## config.mk

```make
export PLATFORM = sky130hd
export DESIGN_NAME = sma_pulse_gen
export DESIGN_NICKNAME = d
export VERILOG_FILES = /design/src/rtl/sma_pulse_pkg.sv /design/src/rtl/sma_pulse_core.sv /design/src/rtl/sma_pulse_gen.sv
export SDC_FILE = /design/constraint.sdc
export NUM_CORES = 1
export LEC_CHECK = 0
export CAP_MARGIN = 10
export CORE_MARGIN = 3
export CORE_UTILIZATION = 60
export CTS_BUF_LIST = sky130_fd_sc_hd__clkbuf_4
export DETAILED_ROUTE_END_ITERATION = 6
export PLACE_DENSITY = 0.92
export REMOVE_ABC_BUFFERS = 1
export SETUP_SLACK_MARGIN = 0.15
export SLEW_MARGIN = 5
export SYNTH_ARGS = -nofsm -noshare
export SYNTH_HDL_FRONTEND = slang
export SYNTH_SLANG_ARGS = --single-unit
```

## constraint.sdc

```tcl
create_clock -name clk -period 9.01 [get_ports clk]
set_clock_uncertainty 0.15 [all_clocks]
set_input_delay 1.3515 -clock clk [delete_from_list [all_inputs] [get_ports clk]]
set_output_delay 1.3515 -clock clk [all_outputs]
set_load 0.005 [all_outputs]
```

## src/rtl/sma_pulse_pkg.sv

```systemverilog
// rtl/sma_pulse_pkg.sv - register map, bit indices and FSM states for the SMA pulse generator
package sma_pulse_pkg;

  localparam logic [1:0] ADDR_CTRL   = 2'd0;
  localparam logic [1:0] ADDR_PERIOD = 2'd1;
  localparam logic [1:0] ADDR_HIGH   = 2'd2;
  localparam logic [1:0] ADDR_COUNT  = 2'd3;

  localparam int CTRL_RUN      = 0;
  localparam int CTRL_USE_GATE = 1;
  localparam int CTRL_IRQ_EN   = 2;

  localparam int STAT_DONE = 31;
  localparam int STAT_BUSY = 30;

  typedef enum logic [1:0] {
    ST_IDLE  = 2'd0,
    ST_RUN   = 2'd1,
    ST_PAUSE = 2'd2
  } state_e;

endpackage

```

## src/rtl/sma_pulse_core.sv

```systemverilog
// rtl/sma_pulse_core.sv - pulse FSM with phase counter, remaining counter and shadow registers
module sma_pulse_core
  import sma_pulse_pkg::*;
#(
  parameter int CNT_W = 32,
  parameter int NUM_W = 16
) (
  input  logic             clk,
  input  logic             reset,
  input  logic             start_i,
  input  logic             stop_i,
  input  logic             use_gate_i,
  input  logic             gate_i,
  input  logic [CNT_W-1:0] period_i,
  input  logic [CNT_W-1:0] high_i,
  input  logic [NUM_W-1:0] num_i,
  output logic             out_o,
  output logic             busy_o,
  output logic             done_o,
  output logic [NUM_W-1:0] remaining_o
);

  state_e           state_q, state_d;
  logic [CNT_W-1:0] phase_q, phase_d;
  logic [CNT_W-1:0] per_q, per_d;
  logic [CNT_W-1:0] high_q, high_d;
  logic [NUM_W-1:0] num_q, num_d;
  logic [NUM_W-1:0] rem_q, rem_d;
  logic             out_q, out_d;
  logic [CNT_W-1:0] per_eff;
  logic             active;
  logic             wrap;

  // Periods shorter than two cycles cannot hold both a high and low phase.
  always_comb begin
    per_eff = (period_i < CNT_W'(2)) ? CNT_W'(2) : period_i;
  end

  // State, counters, shadows and the registered output.
  always_ff @(posedge clk or posedge reset) begin
    if (reset) begin
      state_q <= ST_IDLE;
      phase_q <= '0;
      per_q   <= '0;
      high_q  <= '0;
      num_q   <= '0;
      rem_q   <= '0;
      out_q   <= 1'b0;
    end else begin
      state_q <= state_d;
      phase_q <= phase_d;
      per_q   <= per_d;
      high_q  <= high_d;
      num_q   <= num_d;
      rem_q   <= rem_d;
      out_q   <= out_d;
    end
  end

  // Next state: gate-low cycles freeze everything; shadows reload only on a wrap.
  always_comb begin
    state_d = state_q;
    phase_d = phase_q;
    per_d   = per_q;
    high_d  = high_q;
    num_d   = num_q;
    rem_d   = rem_q;
    out_d   = 1'b0;
    done_o  = 1'b0;
    active  = !(use_gate_i && !gate_i);
    wrap    = (phase_q == per_q - CNT_W'(1));
    case (state_q)
      ST_IDLE: begin
        if (start_i) begin
          state_d = ST_RUN;
          phase_d = '0;
          per_d   = per_eff;
          high_d  = high_i;
          num_d   = num_i;
          rem_d   = num_i;
        end
      end
      default: begin
        if (active) begin
          state_d = ST_RUN;
          out_d   = (phase_q < high_q);
          if (wrap) begin
            phase_d = '0;
            per_d   = per_eff;
            high_d  = high_i;
            if (num_q != '0) begin
              rem_d = rem_q - NUM_W'(1);
              if (rem_q == NUM_W'(1)) begin
                done_o  = 1'b1;
                state_d = ST_IDLE;
              end
            end
          end else begin
            phase_d = phase_q + CNT_W'(1);
          end
        end else begin
          state_d = ST_PAUSE;
        end
        if (stop_i) begin
          state_d = ST_IDLE;
          out_d   = 1'b0;
        end
      end
    endcase
  end

  assign out_o       = out_q;
  assign busy_o      = (state_q != ST_IDLE);
  assign remaining_o = rem_q;

endmodule

```

## src/rtl/sma_pulse_gen.sv

```systemverilog
// rtl/sma_pulse_gen.sv - Avalon-MM register file and read mux around the pulse core
module sma_pulse_gen
  import sma_pulse_pkg::*;
#(
  parameter int CNT_W = 32,
  parameter int NUM_W = 16
) (
  input  logic        clk,
  input  logic        reset,
  input  logic [1:0]  address,
  input  logic        chipselect,
  input  logic        write_n,
  input  logic [31:0] writedata,
  output logic [31:0] readdata,
  input  logic        gate_in,
  output logic        out_port,
  output logic        irq
);

  logic [2:0]       ctrl_q;
  logic [CNT_W-1:0] period_q;
  logic [CNT_W-1:0] high_q;
  logic [NUM_W-1:0] num_q;
  logic             done_q;
  logic             irq_q;
  logic             wr;
  logic             start;
  logic             stop;
  logic             busy;
  logic             core_done;
  logic [NUM_W-1:0] remaining;

  assign wr    = chipselect & ~write_n;
  // Only a 0->1 transition of RUN starts a train; rewriting 1 is ignored.
  assign start = wr && (address == ADDR_CTRL) && writedata[CTRL_RUN] && !ctrl_q[CTRL_RUN];
  assign stop  = wr && (address == ADDR_CTRL) && !writedata[CTRL_RUN];

  sma_pulse_core #(
    .CNT_W(CNT_W),
    .NUM_W(NUM_W)
  ) u_core (
    .clk         (clk),
    .reset       (reset),
    .start_i     (start),
    .stop_i      (stop),
    .use_gate_i  (ctrl_q[CTRL_USE_GATE]),
    .gate_i      (gate_in),
    .period_i    (period_q),
    .high_i      (high_q),
    .num_i       (num_q),
    .out_o       (out_port),
    .busy_o      (busy),
    .done_o      (core_done),
    .remaining_o (remaining)
  );

  // Register writes; completion overrides a coincident RUN or DONE-clear write.
  always_ff @(posedge clk or posedge reset) begin
    if (reset) begin
      ctrl_q   <= '0;
      period_q <= '0;
      high_q   <= '0;
      num_q    <= '0;
      done_q   <= 1'b0;
      irq_q    <= 1'b0;
    end else begin
      if (wr) begin
        case (address)
          ADDR_CTRL:   ctrl_q   <= writedata[2:0];
          ADDR_PERIOD: period_q <= writedata[CNT_W-1:0];
          ADDR_HIGH:   high_q   <= writedata[CNT_W-1:0];
          default: begin
            num_q  <= writedata[NUM_W-1:0];
            done_q <= 1'b0;
          end
        endcase
      end
      if (core_done) begin
        ctrl_q[CTRL_RUN] <= 1'b0;
        done_q           <= 1'b1;
      end
      irq_q <= done_q & ctrl_q[CTRL_IRQ_EN];
    end
  end

  // Zero-wait-state read mux.
  always_comb begin
    readdata = '0;
    case (address)
      ADDR_CTRL:   readdata[2:0]       = ctrl_q;
      ADDR_PERIOD: readdata[CNT_W-1:0] = period_q;
      ADDR_HIGH:   readdata[CNT_W-1:0] = high_q;
      default: begin
        readdata[STAT_DONE]   = done_q;
        readdata[STAT_BUSY]   = busy;
        readdata[NUM_W-1:0]   = remaining;
      end
    endcase
  end

  assign irq = irq_q;

endmodule

```

* Word-level counts from Yosys, hierarchy flattened
Cells that the tools add are included.
** Operators by class
- Add/sub/neg operators :: 3
- Order comparisons :: 2
- Eq/ne operators :: 7
- Muxes and demuxes :: 43
- Bitwise logic cells :: 4
- Reductions and logical operators :: 27
** Operators by type and width (count)
- $mux 32 :: 13
- $mux 16 :: 5
- $pmux 13 s3 :: 1
- $add 32x1->32 const B :: 1
- $eq 32x32->1 :: 1
- $lt 32x2->1 const B :: 1
- $lt 32x32->1 :: 1
- $sub 32x1->32 const B :: 1
- $pmux 14 s2 :: 1
- $eq 16x1->1 const B :: 1
- $reduce_and 2->1 :: 8
- $reduce_bool 16->1 :: 1
- $sub 16x1->16 const B :: 1
- $mux 1 :: 15
- $mux 2 :: 6
- $reduce_bool 2->1 :: 5
- $pmux 3 s3 :: 1
- $pmux 2 s3 :: 1
- $logic_and 1x1->1 :: 5
- $logic_not 2->1 :: 2
- $ne 2x2->1 const B :: 2
- $reduce_and 4->1 :: 1
- $logic_not 1->1 :: 3
- $reduce_and 3->1 :: 1
- other kinds (6) :: 8
** Storage, ports and cells
- Register bits :: 216
- Output and inout bits :: 34
- Word-level logic and storage cells :: 100

* Longest topological paths before layout
- Depth after elaboration :: 8
- Mapped depth :: 13
- Gate-level depth less buffers :: 10

* By module
From an unflattened synthesis, not the netlist that was laid out.
** Second synthesis, totals
- Cell total of the unflattened synthesis :: 1101
- Area, all modules :: 11738.8 µm²
** Modules (own cells, without submodules)
- sma_pulse_core :: instances 1, cells an instance 813, area an instance 7885.1 µm², seq. area each 3278.1 µm²
- sma_pulse_gen :: instances 1, cells an instance 288, area an instance 3853.7 µm², seq. area each 2127.0 µm²

* Worst setup path after synthesis
Ideal clock, no wire load.
- Path kind :: in2out
- From :: input port address[0]
- To :: output port readdata[0]
- Arrival time :: 2.319 ns
- Required time :: 7.508 ns
- Setup slack :: 5.189 ns
- Stages on the path :: 6
- Path buffers :: 2
- Cells stage by stage :: inv_1 ha_1 clkbuf_1 clkbuf_1 a222oi_1 mux2i_1
** Between the ends
- Longest elaborated chain between the ends :: 2
- Elaborated cells on any way between the ends :: 4
- Those cells by class :: eq/ne: 2; mux: 1; reduce/logical: 1
** Ends and longest elaborated chain
- start: declaration :: RTL line sma_pulse_gen.sv:10 : input logic [1:0] address,
- $eq 2x2->1, or another cell as far along :: RTL line sma_pulse_gen.sv:89 : case (address)
- $pmux 3 s3 * :: RTL line sma_pulse_gen.sv:89
- end: declaration :: RTL line sma_pulse_gen.sv:14 : output logic [31:0] readdata,
Every way passes the cells marked *; elsewhere a longest branch is shown, timed or not.

* Worst setup path after layout
- From :: register u_core.per_q[2]
- To :: register u_core.per_q[6]
** Between the ends
- Longest elaborated chain between the ends :: 4
** Ends and longest elaborated chain
- start: declaration :: RTL line sma_pulse_core.sv:25 : logic [CNT_W-1:0] per_q, per_d;
- start signal: assignment :: RTL line sma_pulse_core.sv:52 : per_q <= per_d;
- $sub 32x1->32 :: RTL line sma_pulse_core.sv:71 : wrap = (phase_q == per_q - CNT_W'(1));
- $eq 32x32->1 :: RTL line sma_pulse_core.sv:71
- $reduce_bool 2->1 (no line)
- $reduce_and 3->1 (no line)
Every way passes these cells.
A chain may end at the register's enable or synchronous reset.

==> impl_metrics.tcl <==
set metrics [dict create \
    period_minus_slack_ps 5419 \
    synth_edf_count 0 \
    synth_area_leaders "dfrtp_1 (47%), mux2_2 (8.6%), ha_1 (4.4%), o21ai_0 (3.9%), nand2_1 (3.2%)" \
    postRouteAntennaNets 0 \
    die_area_um2 20810 \
    finalCritPeriodShare 0.6014 \
    synth_cell_types 63 \
    cts_root_buf "clkbuf_4" \
    drtPass1Iterations 5 \
    start_util 0.6236 \
    dp_hpwl_mm 21.33 \
    cp_top_family "simple AND/OR/NAND/NOR gates" \
    cts_sinks 216 \
    synth-seq-area-share 0.4713 \
    clock_latency_ps 670 \
    path_cells "nor4_2, nand4_1, or4_1, a2111oi_0, or4b_4, nor4_4, buf_4, or2_2, buf_4, mux2_1" \
    hp-class "reg2reg" \
    htreeDepth 2 \
    cts_resized 0 \
    syn_area_um2 11470 \
    fin_area_um2 13010 \
    setup_viol 0 \
    grt_pass1_wl_mm 49.94 \
    fp.dieH_um 144.3 \
    clockBufferDepth 3 \
    antenna_found_initial 1 \
    final_max_slew_viol_count 0 \
    synth-seq-cells 216 \
    rsz0062_at_grt "no" \
    async_flop_share 1.000 \
    synth_largest_area_cell "dfrtp_1" \
    timing.fmax_mhz 184.5 \
    grtUsageTotal 0.3055 \
    nFillCells 1215 \
    worst_slack_ps 3591 \
    startpoint_type "flop" \
    num_vias 9616 \
    io_pins 73 \
    timing.slew.headroom 0.3030 \
    drc 0 \
    worstMarginPinSlew_ps 1045 \
    grt_max_degree 157 \
    status "finished clean" \
    placed_area_um2 12380 \
    drive_gt1_frac 0.1574 \
    path_buf_inv 2 \
    io_buffers 72 \
    path_clk_slew_ps 70 \
    finish.net_count 1288 \
    syn_inst 1123 \
    cap_violations 0 \
    ys_warn_count 0 \
    wire_per_inst_um 21.08 \
    grt_pass1_vias 9492 \
    leakagePower_nw 5.906 \
    postCtsSetupRepairBufs 0 \
    crit_path_end_kind "flop" \
    cp_slowest_cell "nor4_2" \
    powerDensity_nw_per_um2 263.9 \
    rows 49 \
    drt_iter0_drc 1140 \
    worstSetupPathType "reg2reg" \
    drt_wl_total_mm 31.09 \
    ys.flop_type "dfrtp_1" \
    hold_violations 0 \
    dp_slack_ps 3285 \
    crit_path_max_fanout 67 \
    place_congestion 0.9757 \
    peakVddDrop_mv 0.1667 \
    yosys.area.top_type_share 0.4713 \
    core_area_um2 18390 \
    worstPathRequired_ps 9400 \
    viasPerCell 6.519 \
    cts_tree "built" \
    cts_buffers 53 \
    grt_overflow_total 0 \
    cp_common_cell "buf_4" \
    die_w_um 144.3 \
    max_stage_delay_ps 900 \
    cts_hold_buf 0 \
    area_growth_syn_to_layout_pct 13.43 \
    critPathArrivalTime_ps 5810 \
    syn_avg_cell_area_um2 10.21 \
    setup_tns_ps 0 \
]
registers in the layout, summed over array words and instances, names as in the netlist:
name and cells:
ctrl_q 3, done_q 1, high_q 32, irq 1
num_q 16, period_q 32, u_core.high_q 32, u_core.num_q 16
u_core.out_o 1, u_core.per_q 32, u_core.phase_q 32, u_core.remaining_o 16
u_core.state_q 2
metal layers:
layer  track usage  vias up  routed length, µm
met5             0        -                  0
met4        0.1438        0               1268
met3       0.06019       96               2943
met2        0.4652      561              14440
met1        0.4255     4746              12450
li1              -     4213                  -
layout make-up:
| type | instances | area [µm²] | share of cell area |
|---|---|---|---|
| clock inverters | 14 | 53.80 | 0.004135 |
| well taps | 229 | 286.5 | 0.02202 |
| clock buffers | 77 | 578.1 | 0.04443 |
| flip-flops and latches | 216 | 5405 | 0.4155 |
| inverters | 46 | 180.2 | 0.01385 |
| repair buffers | 84 | 810.8 | 0.06232 |
| diodes | 1 | 2.502 | 0.0001923 |
| multi-input cells | 808 | 5693 | 0.4376 |
cell families (layout without fill, tap and decap cells):
group | after synthesis | after routing | synth area share
fa+ha+maj | 40 | 40 | 0.04363
buf+inv | 99 | 221 | 0.03349
xor+xnor | 71 | 71 | 0.05422
simple gates | 373 | 373 | 0.1682
other cells | 0 | 1 | 0
flops | 216 | 216 | 0.4713
compound gates | 202 | 202 | 0.1104
mux | 122 | 122 | 0.1188
cell usage in the layout, fill, tap and decap left out, drive strengths merged, types with 4 or more instances in the layout:
cell / instances
dfrtp: 216
mux2: 113
nand2: 99
o21ai: 91
clkbuf: 77
nor2: 77
clkdlybuf4s50: 72
inv: 47
xor2: 40
ha: 40
xnor2: 31
nor3: 31
nand3: 30
a22oi: 29
nor4: 27
nand4: 24
nor2b: 22
a21oi: 18
a21o: 14
clkinv: 13
buf: 12
and3: 9
mux2i: 9
or3: 8
nand3b: 7
or4: 7
nand2b: 7
o22ai: 7
a31oi: 6
or2: 6
and4: 5
o211ai: 5
nand4b: 4
per-stage QoR:
stage                     total power, W  hold slack [ps]  instances    util
after floorplan                 0.002227            295.9       1070       -
after global placement          0.002547            310.1       1383  0.6729
after detailed placement        0.002622            318.7       1383  0.6729
after CTS                       0.003407            335.5       1474  0.7072
after global routing            0.003632            357.5       1475  0.7073
final                           0.003434            334.7       1475  0.7073
Yosys cell counts, drive strengths merged, types with 7 or more instances:
master	n
dfrtp	216
mux2	113
nand2	99
o21ai	91
nor2	77
inv	46
ha	40
xor2	40
clkbuf	38
nor3	31
xnor2	31
nand3	30
a22oi	29
nor4	27
nand4	24
nor2b	22
a21oi	18
buf	15
a21o	14
and3	9
mux2i	9
or3	8
nand2b	7
nand3b	7
o22ai	7
or4	7
path summary, 6_finish.rpt:
path / end / depth (start not counted) / slack [ps] / from
setup reg to reg: u_core.per_q[6] / 10 / 3590 / u_core.per_q[2]
max in group asynchronous: u_core.out_o / 3 / 6070 / reset
hold / removal: u_core.num_q[6] / 2 / 330 / u_core.num_q[6]
min in group asynchronous: u_core.remaining_o[12] / 2 / 1190 / reset
setup / recovery: u_core.per_q[6] / 10 / 3590 / u_core.per_q[2]
hold reg to reg: u_core.num_q[6] / 2 / 330 / u_core.num_q[6]
worst reg2reg max path, stage by stage, from the launching register on:
cell       delay, ps
dfrtp_1          470
nor4_2           900
nand4_1          390
or4_1            600
a2111oi_0        390
or4b_4           570
nor4_4           310
buf_4            390
or2_2            180
buf_4            560
mux2_1           400
power by group:
part	internal, W	leakage [nW]	total [W]	switching, W
logic	0.000505	2.81	0.00112	0.000614
registers	0.00124	2.71	0.00153	0.000293
clock network	0.000389	0.381	0.000781	0.000392
(Power assumes the default switching activity.)
